<file path="src/rtl/uart_rx.sv">
// 8N1 UART receiver: 2-flop synchroniser, mid-bit sampling FSM, one-cycle accept/error pulses.
// Optional receive FIFO compiled in with `define UART_RX_FIFO_EN.
module uart_rx #(
  parameter int CLKS_PER_BIT = 434,
  parameter int FIFO_DEPTH   = 4
) (
  input  logic       clk,
  input  logic       reset,
  input  logic       uart_in,
  input  logic       rd,
  output logic [7:0] rx_data,
  output logic       rx_interrupt,
  output logic       frame_err,
  output logic       fifo_empty,
  output logic       overrun
);

  localparam int              CW       = $clog2(CLKS_PER_BIT);
  localparam logic [CW-1:0]   BIT_END  = CW'(CLKS_PER_BIT - 1);
  localparam logic [CW-1:0]   HALF_END = CW'(CLKS_PER_BIT / 2 - 1);

  typedef enum logic [2:0] {IDLE, START, DATA, STOP, WAIT_IDLE} state_t;

  state_t        state, state_n;
  logic [CW-1:0] cyc_cnt, cyc_n;
  logic [2:0]    bit_cnt, bit_n;
  logic [7:0]    shift_reg, shift_n;
  logic [1:0]    sync_q;
  logic          rxs;
  logic          accept;
  logic          stop_low;

  // Synchroniser resets to the idle line level so reset cannot fake a start bit.
  always_ff @(posedge clk) begin
    if (reset) sync_q <= 2'b11;
    else       sync_q <= {sync_q[0], uart_in};
  end

  assign rxs = sync_q[1];

  // NOTE: sequential state uses non-blocking assignments so every flop samples
  // pre-edge values regardless of statement order.
  always_ff @(posedge clk) begin
    if (reset) begin
      state        <= IDLE;
      cyc_cnt      <= '0;
      bit_cnt      <= '0;
      shift_reg    <= '0;
      rx_interrupt <= 1'b0;
      frame_err    <= 1'b0;
    end else begin
      state        <= state_n;
      cyc_cnt      <= cyc_n;
      bit_cnt      <= bit_n;
      shift_reg    <= shift_n;
      rx_interrupt <= accept;
      frame_err    <= stop_low;
    end
  end

  // NOTE: every signal gets a default before the case so no path leaves one
  // unassigned, which would otherwise infer a latch.
  always_comb begin
    state_n  = state;
    cyc_n    = cyc_cnt + CW'(1);
    bit_n    = bit_cnt;
    shift_n  = shift_reg;
    accept   = 1'b0;
    stop_low = 1'b0;
    unique case (state)
      IDLE: begin
        cyc_n = '0;
        if (!rxs) state_n = START;
      end
      START: begin
        if (cyc_cnt == HALF_END) begin
          cyc_n   = '0;
          bit_n   = '0;
          state_n = rxs ? IDLE : DATA;
        end
      end
      DATA: begin
        if (cyc_cnt == BIT_END) begin
          cyc_n   = '0;
          shift_n = {rxs, shift_reg[7:1]};
          bit_n   = bit_cnt + 3'd1;
          if (bit_cnt == 3'd7) state_n = STOP;
        end
      end
      STOP: begin
        if (cyc_cnt == BIT_END) begin
          cyc_n = '0;
          if (rxs) begin
            accept  = 1'b1;
            state_n = IDLE;
          end else begin
            stop_low = 1'b1;
            state_n  = WAIT_IDLE;
          end
        end
      end
      WAIT_IDLE: begin
        // A held-low break must return high before a new start is armed.
        cyc_n = '0;
        if (rxs) state_n = IDLE;
      end
      default: state_n = IDLE;
    endcase
  end

`ifdef UART_RX_FIFO_EN
  localparam int AW = $clog2(FIFO_DEPTH);

  logic [7:0]  mem [FIFO_DEPTH];
  logic [AW-1:0] wr_ptr, rd_ptr;
  logic [AW:0]   count;
  logic          full, pop, push_ok;

  assign full    = (count == (AW+1)'(FIFO_DEPTH));
  assign pop     = rd && (count != '0);
  // A pop in the same cycle frees the slot, so a full FIFO still accepts.
  assign push_ok = accept && (!full || pop);

  // NOTE: the storage array has no reset; only pointers and count define validity.
  always_ff @(posedge clk) begin
    if (push_ok) mem[wr_ptr] <= shift_reg;
  end

  always_ff @(posedge clk) begin
    if (reset) begin
      wr_ptr  <= '0;
      rd_ptr  <= '0;
      count   <= '0;
      overrun <= 1'b0;
    end else begin
      if (push_ok) wr_ptr <= wr_ptr + AW'(1);
      if (pop)     rd_ptr <= rd_ptr + AW'(1);
      unique case ({push_ok, pop})
        2'b10:   count <= count + (AW+1)'(1);
        2'b01:   count <= count - (AW+1)'(1);
        default: count <= count;
      endcase
      overrun <= accept && !push_ok;
    end
  end

  assign rx_data    = mem[rd_ptr];
  assign fifo_empty = (count == '0);
`else
  localparam int unused_fifo_depth = FIFO_DEPTH;
  logic          unused_rd;

  assign unused_rd = rd;

  always_ff @(posedge clk) begin
    if (reset)       rx_data <= 8'h00;
    else if (accept) rx_data <= shift_reg;
  end

  assign fifo_empty = 1'b1;
  assign overrun    = 1'b0;
`endif

endmodule

</file>
<file path="config.mk">
export PLATFORM = sky130hd
export DESIGN_NAME = uart_rx
export DESIGN_NICKNAME = d
export VERILOG_FILES = /design/src/rtl/uart_rx.sv
export SDC_FILE = /design/constraint.sdc
export NUM_CORES = 1
export LEC_CHECK = 0
export ABC_CLOCK_PERIOD_IN_PS = 2200
export CAP_MARGIN = 0
export CORE_UTILIZATION = 25
export CTS_CLUSTER_SIZE = 28
export DETAILED_ROUTE_END_ITERATION = 8
export PLACE_DENSITY_LB_ADDON = 0.25
export SLEW_MARGIN = 20
export SYNTH_ARGS = -nofsm -noshare
export SYNTH_HDL_FRONTEND = slang
export SYNTH_SLANG_ARGS = --single-unit
</file>
<file path="constraint.sdc">
create_clock -name clk -period 2.2 [get_ports clk]
set_input_delay 0.33 -clock clk [delete_from_list [all_inputs] [get_ports clk]]
set_output_delay 0.33 -clock clk [all_outputs]
set_load 0.02 [all_outputs]
</file>
== Yosys cells after proc, flatten, opt, wreduce, memory -nomap -nowiden ==
Cells that the tools add are included.

* Add/subtract/negate cells: 2
* Equal/unequal tests: 13
* Mux-type cells: 19
* Bitwise gates (word level): 2
* Reduce and logical (&&, ||, !) cells: 8

{| class="wikitable"
|+ Operators with widths
! cell !! count
|-
| 2-to-1 mux 3 bit || 9
|-
| one-hot mux 9 bit (3 select lines) || 1
|-
| 2-to-1 mux 9 bit || 2
|-
| one-hot mux 3 bit (5 select lines) || 1
|-
| != test 2 bit (second input constant) || 6
|-
| adder 9 x 1 -> 9 bit (second input constant) || 1
|-
| == test 9 x 8 -> 1 bit (second input constant) || 1
|-
| == test 9 bit (second input constant) || 1
|-
| == test 3 x 2 -> 1 bit (second input constant) || 2
|-
| == test 3 bit (second input constant) || 2
|-
| one-hot mux 3 bit (2 select lines) || 1
|-
| AND reduction 6 bit || 1
|-
| 2-to-1 mux 1 bit || 4
|-
| OR reduction 2 bit || 2
|-
| adder 3 x 1 -> 3 bit (second input constant) || 1
|-
| == test 3 x 1 -> 1 bit (second input constant) || 1
|-
| zero test 3 bit || 1
|-
| AND reduction 3 bit || 1
|-
| OR reduction 3 bit || 1
|-
| 2-to-1 mux 2 bit || 1
|-
| NOT 1 bit || 2
|-
| AND reduction 2 bit || 1
|-
| nonzero test 2 bit || 1
|}

* Register bits: 35
* Input port bits: 4
* Output and inout port bits: 12
* Logic and storage cells: 52

== Logic depth before layout (Yosys ltp) ==
Gate-level depths: netlist of run 1.

* Depth in word-level cells: 4
* Mapped depth: 7
* Depth with buffers taken out: 6

== Worst setup path after synthesis of run 1 ==
No wires, ideal clock.

* Path kind: reg2reg
* Start point: reg cyc_cnt[0]
* End point: reg shift_reg[5]
* Library setup time: 0.128 ns
* Arrival time: 1.494 ns
* Required time: 2.072 ns
* Setup slack: 0.578 ns
* Stages on the path, launching flop included: 7
* Buffers on the path: 1
* Clock period less this slack: 1.622 ns
* Cells stage by stage: dfxtp_1 -> ha_1 -> nand4bb_4 -> nor4_4 -> buf_6 -> mux2i_1 -> nor2_1

* Word-level cells in the longest chain between the ends: 2

{| class="wikitable"
|+ Ends and longest elaborated chain
! item !! RTL line !! RTL
|-
| from (decl) || 25 || <nowiki>logic [CW-1:0] cyc_cnt, cyc_n;</nowiki>
|-
| from (signal assigned) || 53 || <nowiki>cyc_cnt <= cyc_n;</nowiki>
|-
| == test 9 bit || 83 || <nowiki>if (cyc_cnt == BIT_END) begin</nowiki>
|-
| AND reduction 2 bit (no source line) || -- ||
|-
| to (signal assigned) || 55 || <nowiki>shift_reg <= shift_n;</nowiki>
|-
| to (decl) || 27 || <nowiki>logic [7:0] shift_reg, shift_n;</nowiki>
|}

No other way between the ends.
A chain may end at the register's enable or synchronous reset.

== Worst setup path after layout of run 1 ==
* Start point: reg cyc_cnt[0]
* End point: reg rx_data[7]

* Word-level cells in the longest chain between the ends: 3

{| class="wikitable"
|+ Ends and longest elaborated chain
! item !! RTL line !! RTL
|-
| == test 9 bit || 91 || <nowiki>if (cyc_cnt == BIT_END) begin</nowiki>
|-
| 2-to-1 mux 1 bit || 91 ||
|-
| 2-to-1 mux 1 bit || 70 || <nowiki>unique case (state)</nowiki>
|-
| to (signal assigned) || 157 || <nowiki>else if (accept) rx_data <= shift_reg;</nowiki>
|-
| to (decl) || 11 || <nowiki>output logic [7:0] rx_data,</nowiki>
|}

No other way between the ends.

==> results of run 1 <==
[stage by stage]
stage          std cells  instance area, sq um  hold slack, ns
3_5_place_dp         241                  1760           0.399
6_report             249                  1840           0.413
2_1_floorplan        160                  1570           0.389
5_1_grt              249                  1840           0.442
3_3_place_gp         241                  1760           0.393
4_1_cts              249                  1840           0.415
[worst paths after layout]
check | endpoint | slack (ns) | depth (start not counted)
min reg2reg | sync_q[1]$_SDFF_PP1_ | 0.41 | 1
max | rx_data[7]$_SDFFE_PP0P_ | 0.44 | 5
max reg2reg | rx_data[7]$_SDFFE_PP0P_ | 0.44 | 5
min | sync_q[1]$_SDFF_PP1_ | 0.41 | 1
[critical path: stages (launching register included)]
cell       delay (ns)
dfxtp_1          0.40
ha_1             0.22
nand4bb_4        0.20
nor3_4           0.55
mux2i_1          0.24
nor2_1           0.05
[per-layer routing]
metal	up-vias	track usage
li1	567	-
met1	499	0.119
met2	18	0.135
met3	4	0.0315
met4	0	0.0536
met5	-	0
[power by group through the flow]
stage,Combinational (mW),Clock [mW],Sequential [mW]
final,0.0443,0.451,0.647
after global routing,0.0505,0.498,0.648
after CTS,0.0449,0.472,0.647
after detailed placement,0.0450,0,0.662
after global placement,0.0449,0,0.662
after floorplan,0.0399,0,0.656
[cell type report]
class,instances,share of cell area
clock buffers,6,0.0393
clock inverters,2,0.00678
inverters,6,0.0122
multi-input cells,110,0.434
flip-flops and latches,35,0.380
well taps,75,0.0509
repair buffers,15,0.0773
[kinds of logic (layout without fill, tap and decap cells)]
group,Yosys count,count (layout),share of synthesized area
flops,35,35,0.445
buf+inv,15,29,0.0469
simple gates,65,65,0.254
xor+xnor,8,8,0.0445
compound gates,14,14,0.0628
fa+ha+maj,5,5,0.0397
other cells,2,2,0.00477
mux,16,16,0.102
[cells in the mapped netlist (2+ instances only)]
library cell  instances
nand3b_1              4
xnor2_1               5
dfxtp_1              35
a21oi_1               7
or3b_2                2
nand2b_1              2
buf_4                 2
xor2_1                3
ha_1                  5
nand2_1               5
nor3_1                3
and3_1                3
or2_2                 2
inv_1                 6
buf_2                 2
mux2i_1              16
nand3_1               2
nor2_1               30
clkbuf_1              4
conb_1                2
==> results by group, run 1 <==
Status
  – Status: completed

Route
  – Wire per inst: 11.0 microns
  – DRT Wirelength: 2.75 mm
  – Remaining DRCs: 0
  – DR iter-0 viols: 68
  – Top Layer Used: met4
  – Met1 wire length: 1.47 mm
  – Routed wl met3: 103 microns
  – DRT antenna net count: 0
  – Vias: roughly 1.1k
  – Routed length on met2: about 1.1 mm
  – Vias per cell: 4.37
  – DR pass1 iterations: 4

Clock network
  – Worst skew pair latency: 0.29 ns
  – Clk sinks: 35
  – H-tree Lvls: 2
  – Clock tree buffer depth: 2
  – Clock transition at path regs: 0.07 ns
  – Clk root buf: clkbuf_8
  – Total CTS buffers: 5
  – CTS tree: built
  – # hold bufs at CTS: 0
  – CTS resizes: 0
  – Post-CTS Setup Inserts: 0

Synthesis
  – Top cell type's share of synthesized area: 0.445
  – Post-synth EDFFs: 0
  – #FFs+latches synth: 35
  – Netlist Area Pre-Place: about 0.0016 sq mm
  – Avg Cell Area, Syn: around 10 sq um
  – Async S/R FF share, synth: 0
  – Syn Nets: 169
  – Mapped Cells: between 150 and 200
  – Leading post-synthesis cells by cell area: dfxtp_1 (45%), mux2i_1 (10%), nor2_1 (7.2%)
  – Most used DFF post-synth: dfxtp_1
  – Yosys cell types: 40
  – Area leader, netlist: dfxtp_1
  – Synth warnings: 0
  – Seq/Total Area, Yosys: 0.445

Critical path
  – Crit Path Max Fanout: 8
  – Setup CP Type: flip-flop to flip-flop
  – Start point of the critical path: cyc_cnt[0]$_SDFF_PP0_
  – Req. time, crit path: 2.38 ns
  – Critical Path Source Type: flip-flop
  – Critical path endpoint category: flip-flop
  – FF-to-FF Start: cyc_cnt[0]$_SDFF_PP0_
  – Crit path DAT: 1.94 ns

Place
  – Routability cong.: 0.744
  – HPWL after detailed placement: 1.79 mm
  – Buffers added on ports: 12
  – Pre-CTS setup slack: 0.403 ns

Timing
  – Max Clock Freq: roughly 570 MHz
  – Slew HR: 0.624
  – Pins over their slew limit: 0
  – Setup violators final: 0
  – Worst slew pin tran: roughly 0.56 ns
  – Final Skew: 0.00764 ns
  – Period utilization: 0.801
  – Min Tclk post-route: 1.76 ns
  – Final hold violations: 0
  – Setup TNS Final: 0 ns
  – RSZ-0062 raised after global routing: false
  – Setup WS post-layout: 0.439 ns

Global routing
  – Largest net degree at the start of global routing: 20
  – Tot GR Track Use: 0.0932
  – First-pass GRT wire length: about 4.6 mm
  – Remaining Overflow, GRT: 0
  – Vias in the first global route: 1009
  – Initial antenna violation count: 0

Power and ir drop
  – Clock share of power: 0.395
  – Internal power: 0.877 mW
  – Sw frac: 0.232
  – Lkg Pwr: 0.649 nW
  – PD cells: 620 mW/mm^2
  – PnR Total Power: 1.14 mW
  – Net switching power: 0.265 mW
  – Logic pwr share: 0.039
  – Seq pwr share: 0.566
  – Max VDD drop: 0.307 mV

Layout
  – Max FFs per register: 9
  – Most common cell after layout, fill and taps aside: dfxtp_1
  – P&R area growth vs syn: 17.2%
  – Storage element area: 701 sq um
  – Leading cell types in the layout, fill and taps excluded: dfxtp_1 (35), nor2_1 (30), mux2i_1 (16)
  – Area of the multi-input gates: 800 sq um
  – Final core occ: 0.308
  – Fill cell count: 633
  – Share of layout cells above drive strength 1: 0.126
  – Ant diodes: 0
  – Final nets: 182

Floorplanning
  – I/O Pins: 16
  – DIE AREA: 0.00662 sq mm
  – Initial core utilization: 0.263
  – Die Height: 81.3 microns
  – Site Rows: 28
  – Chip Width: just over 80 microns
  – Core ar.: roughly 0.006 sq mm

Hold path
  – HP Class: flip-flop to flip-flop
  – Min-delay src: sync_q[0]$_SDFF_PP1_

Job
  – Max Cap Violations: 0
Power figures use the tool's default switching activity.
==> inputs of run 2 (changes only) <==
--- a/config.mk
+++ b/config.mk
@@ -5,7 +5,7 @@
 export SDC_FILE = /design/constraint.sdc
 export NUM_CORES = 1
 export LEC_CHECK = 0
-export ABC_CLOCK_PERIOD_IN_PS = 2200
+export ABC_CLOCK_PERIOD_IN_PS = 1800
 export CAP_MARGIN = 0
 export CORE_UTILIZATION = 25
 export CTS_CLUSTER_SIZE = 28
==> constraint.sdc (replaced) <==
create_clock -name clk -period 1.8 [get_ports clk]
set_input_delay 0.27 -clock clk [delete_from_list [all_inputs] [get_ports clk]]
set_output_delay 0.27 -clock clk [all_outputs]
set_load 0.02 [all_outputs]
==> run 2 against run 1 <==
Against the previous run:
- non-clock buffer count up 10
- clock skew up 0.0012 ns
- first-iteration DRC count down 7.4%
- clock power up 24%
- critical endpoint is now state[0]$_SDFFE_PP0P_
- largest cell class unchanged
- global-route usage up 0.51 points
- sequential share of layout area down 2.0 points
- setup slack worse by 0.30 ns
- largest power group unchanged
- sequential power up 22%
- core utilization up 1.7 points
==> results by group, run 2 (synthesized netlist as in run 1, its figures left out) <==
Critical path
  – Setup CP Type: flip-flop to flip-flop (unchanged)
  – Req. time, crit path: 2.02 ns (was 2.38 ns)
  – Critical path endpoint category: flip-flop (unchanged)
  – Critical Path Source Type: flip-flop (unchanged)
  – Crit Path Max Fanout: 6 (was 8)
  – Crit path DAT: 1.88 ns (was 1.94 ns)

Global routing
  – Vias in the first global route: 1060 (was 1009)
  – Largest net degree at the start of global routing: 15 (was 20)
  – Initial antenna violation count: 0 (unchanged)
  – Tot GR Track Use: 0.0983 (was 0.0932)
  – First-pass GRT wire length: 4.86 mm (was 4.64 mm)
  – Remaining Overflow, GRT: 0 (unchanged)

Clock network
  – Clock transition at path regs: 0.08 ns (was 0.07 ns)
  – # hold bufs at CTS: 0 (unchanged)
  – Post-CTS Setup Inserts: 0 (unchanged)
  – Worst skew pair latency: 0.28 ns (was 0.29 ns)
  – CTS resizes: 0 (unchanged)
  – Clock tree buffer depth: 2 (unchanged)
  – CTS tree: built (unchanged)
  – Clk sinks: 35 (unchanged)
  – Clk root buf: clkbuf_8 (unchanged)
  – H-tree Lvls: 2 (unchanged)
  – Total CTS buffers: 5 (unchanged)

Floorplanning
  – Initial core utilization: 0.263 (unchanged)
  – DIE AREA: 0.00662 sq mm (unchanged)
  – Core ar.: 0.00599 sq mm (unchanged)
  – Site Rows: 28 (unchanged)
  – I/O Pins: 16 (unchanged)
  – Die Height: 81.3 microns (unchanged)
  – Chip Width: 81.3 microns (unchanged)

Place
  – HPWL after detailed placement: 1.87 mm (was 1.79 mm)
  – Routability cong.: 0.716 (was 0.744)
  – Number of cells after detailed placement: 250 (was 241)
  – Buffers added on ports: 12 (unchanged)

Route
  – Wire per inst: 10.5 microns (was 11.0 microns)
  – DR pass1 iterations: 3 (was 4)
  – Vias: 1109 (was 1088)
  – DRT Wirelength: 2.71 mm (was 2.75 mm)
  – DR iter-0 viols: 63 (was 68)
  – Remaining DRCs: 0 (unchanged)
  – Vias per cell: 4.28 (was 4.37)
  – DRT antenna net count: 0 (unchanged)

Timing
  – Setup TNS Final: 0 ns (unchanged)
  – Min Tclk post-route: 1.67 ns (was 1.76 ns)
  – Max Clock Freq: 601 MHz (was 568 MHz)
  – Final Skew: 0.00884 ns (was 0.00764 ns)
  – Final hold violations: 0 (unchanged)
  – Pins over their slew limit: 0 (unchanged)
  – Setup violators final: 0 (unchanged)
  – Period utilization: 0.925 (was 0.801)
  – RSZ-0062 raised after global routing: false (unchanged)

Layout
  – Max FFs per register: 9 (unchanged)
  – Final nets: 192 (was 182)
  – Leading cell types in the layout, fill and taps excluded: dfxtp_1 (35), nor2_1 (30), mux2i_1 (16) (unchanged)
  – P&R area growth vs syn: 23.8% (was 17.2%)
  – Share of layout cells above drive strength 1: 0.179 (was 0.126)
  – Final cell count without fillers: 259 (was 249)
  – Most common cell after layout, fill and taps aside: dfxtp_1 (unchanged)
  – Ant diodes: 0 (unchanged)

Power and ir drop
  – Max VDD drop: 0.386 mV (was 0.307 mV)
  – PD cells: 723 mW/mm^2 (was 620 mW/mm^2)
  – Lkg Pwr: 0.704 nW (was 0.649 nW)

Hold path
  – HP Class: flip-flop to flip-flop (unchanged)

Job
  – Max Cap Violations: 0 (unchanged)

Status
  – Status: completed (unchanged)
run 2: per-layer routing:
layer	wire length [microns]	track usage	up-vias
met5	0	0	-
met4	56	0.0589	0
met3	90	0.0247	5
met2	1150	0.152	16
li1	-	-	582
met1	1410	0.122	506
run 2: layout make-up:
cell class	count	area, sq um
fill	639	4040
tap	75	93.8
clock buffer	5	68.8
inverter	6	22.5
timing repair buffer	25	243
clock inverter	3	20.0
multi-input combinational	110	800
sequential	35	701
run 2: path summary, 6_finish.rpt:
check / endpoint / slack [ns] / startpoint / depth (start not counted)
setup / recovery: state[0]$_SDFFE_PP0P_ / 0.13 / cyc_cnt[1]$_SDFF_PP0_ / 6
hold reg to reg: sync_q[1]$_SDFF_PP1_ / 0.42 / sync_q[0]$_SDFF_PP1_ / 1
setup reg to reg: state[0]$_SDFFE_PP0P_ / 0.13 / cyc_cnt[1]$_SDFF_PP0_ / 6
hold / removal: sync_q[1]$_SDFF_PP1_ / 0.42 / sync_q[0]$_SDFF_PP1_ / 1
run 2: where the power goes:
part	leakage [nW]	total (mW)	switching [mW]	internal [mW]
registers	0.283	0.789	0.00911	0.780
logic	0.381	0.0629	0.0343	0.0286
clock network	0.0402	0.557	0.288	0.269
run 2: critical path, stage by stage, from the launching register on:
cell       delay [ns]
dfxtp_1          0.33
inv_1            0.08
ha_1             0.18
nand4bb_4        0.17
o21ba_1          0.24
or4_1            0.47
a21oi_1          0.13
run 2: stage by stage:
stage	total power, mW	area (sq um)	hold slack (ns)	util	worst slack [ns]
global placement	0.872	1850	0.395	0.309	0.120
floorplan	0.851	1570	0.374	-	0.178
CTS	1.44	1940	0.425	0.324	0.0803
detailed placement	0.871	1850	0.395	0.309	0.103
finish	1.41	1950	0.423	0.325	0.135
global route	1.48	1950	0.433	0.325	0.0127
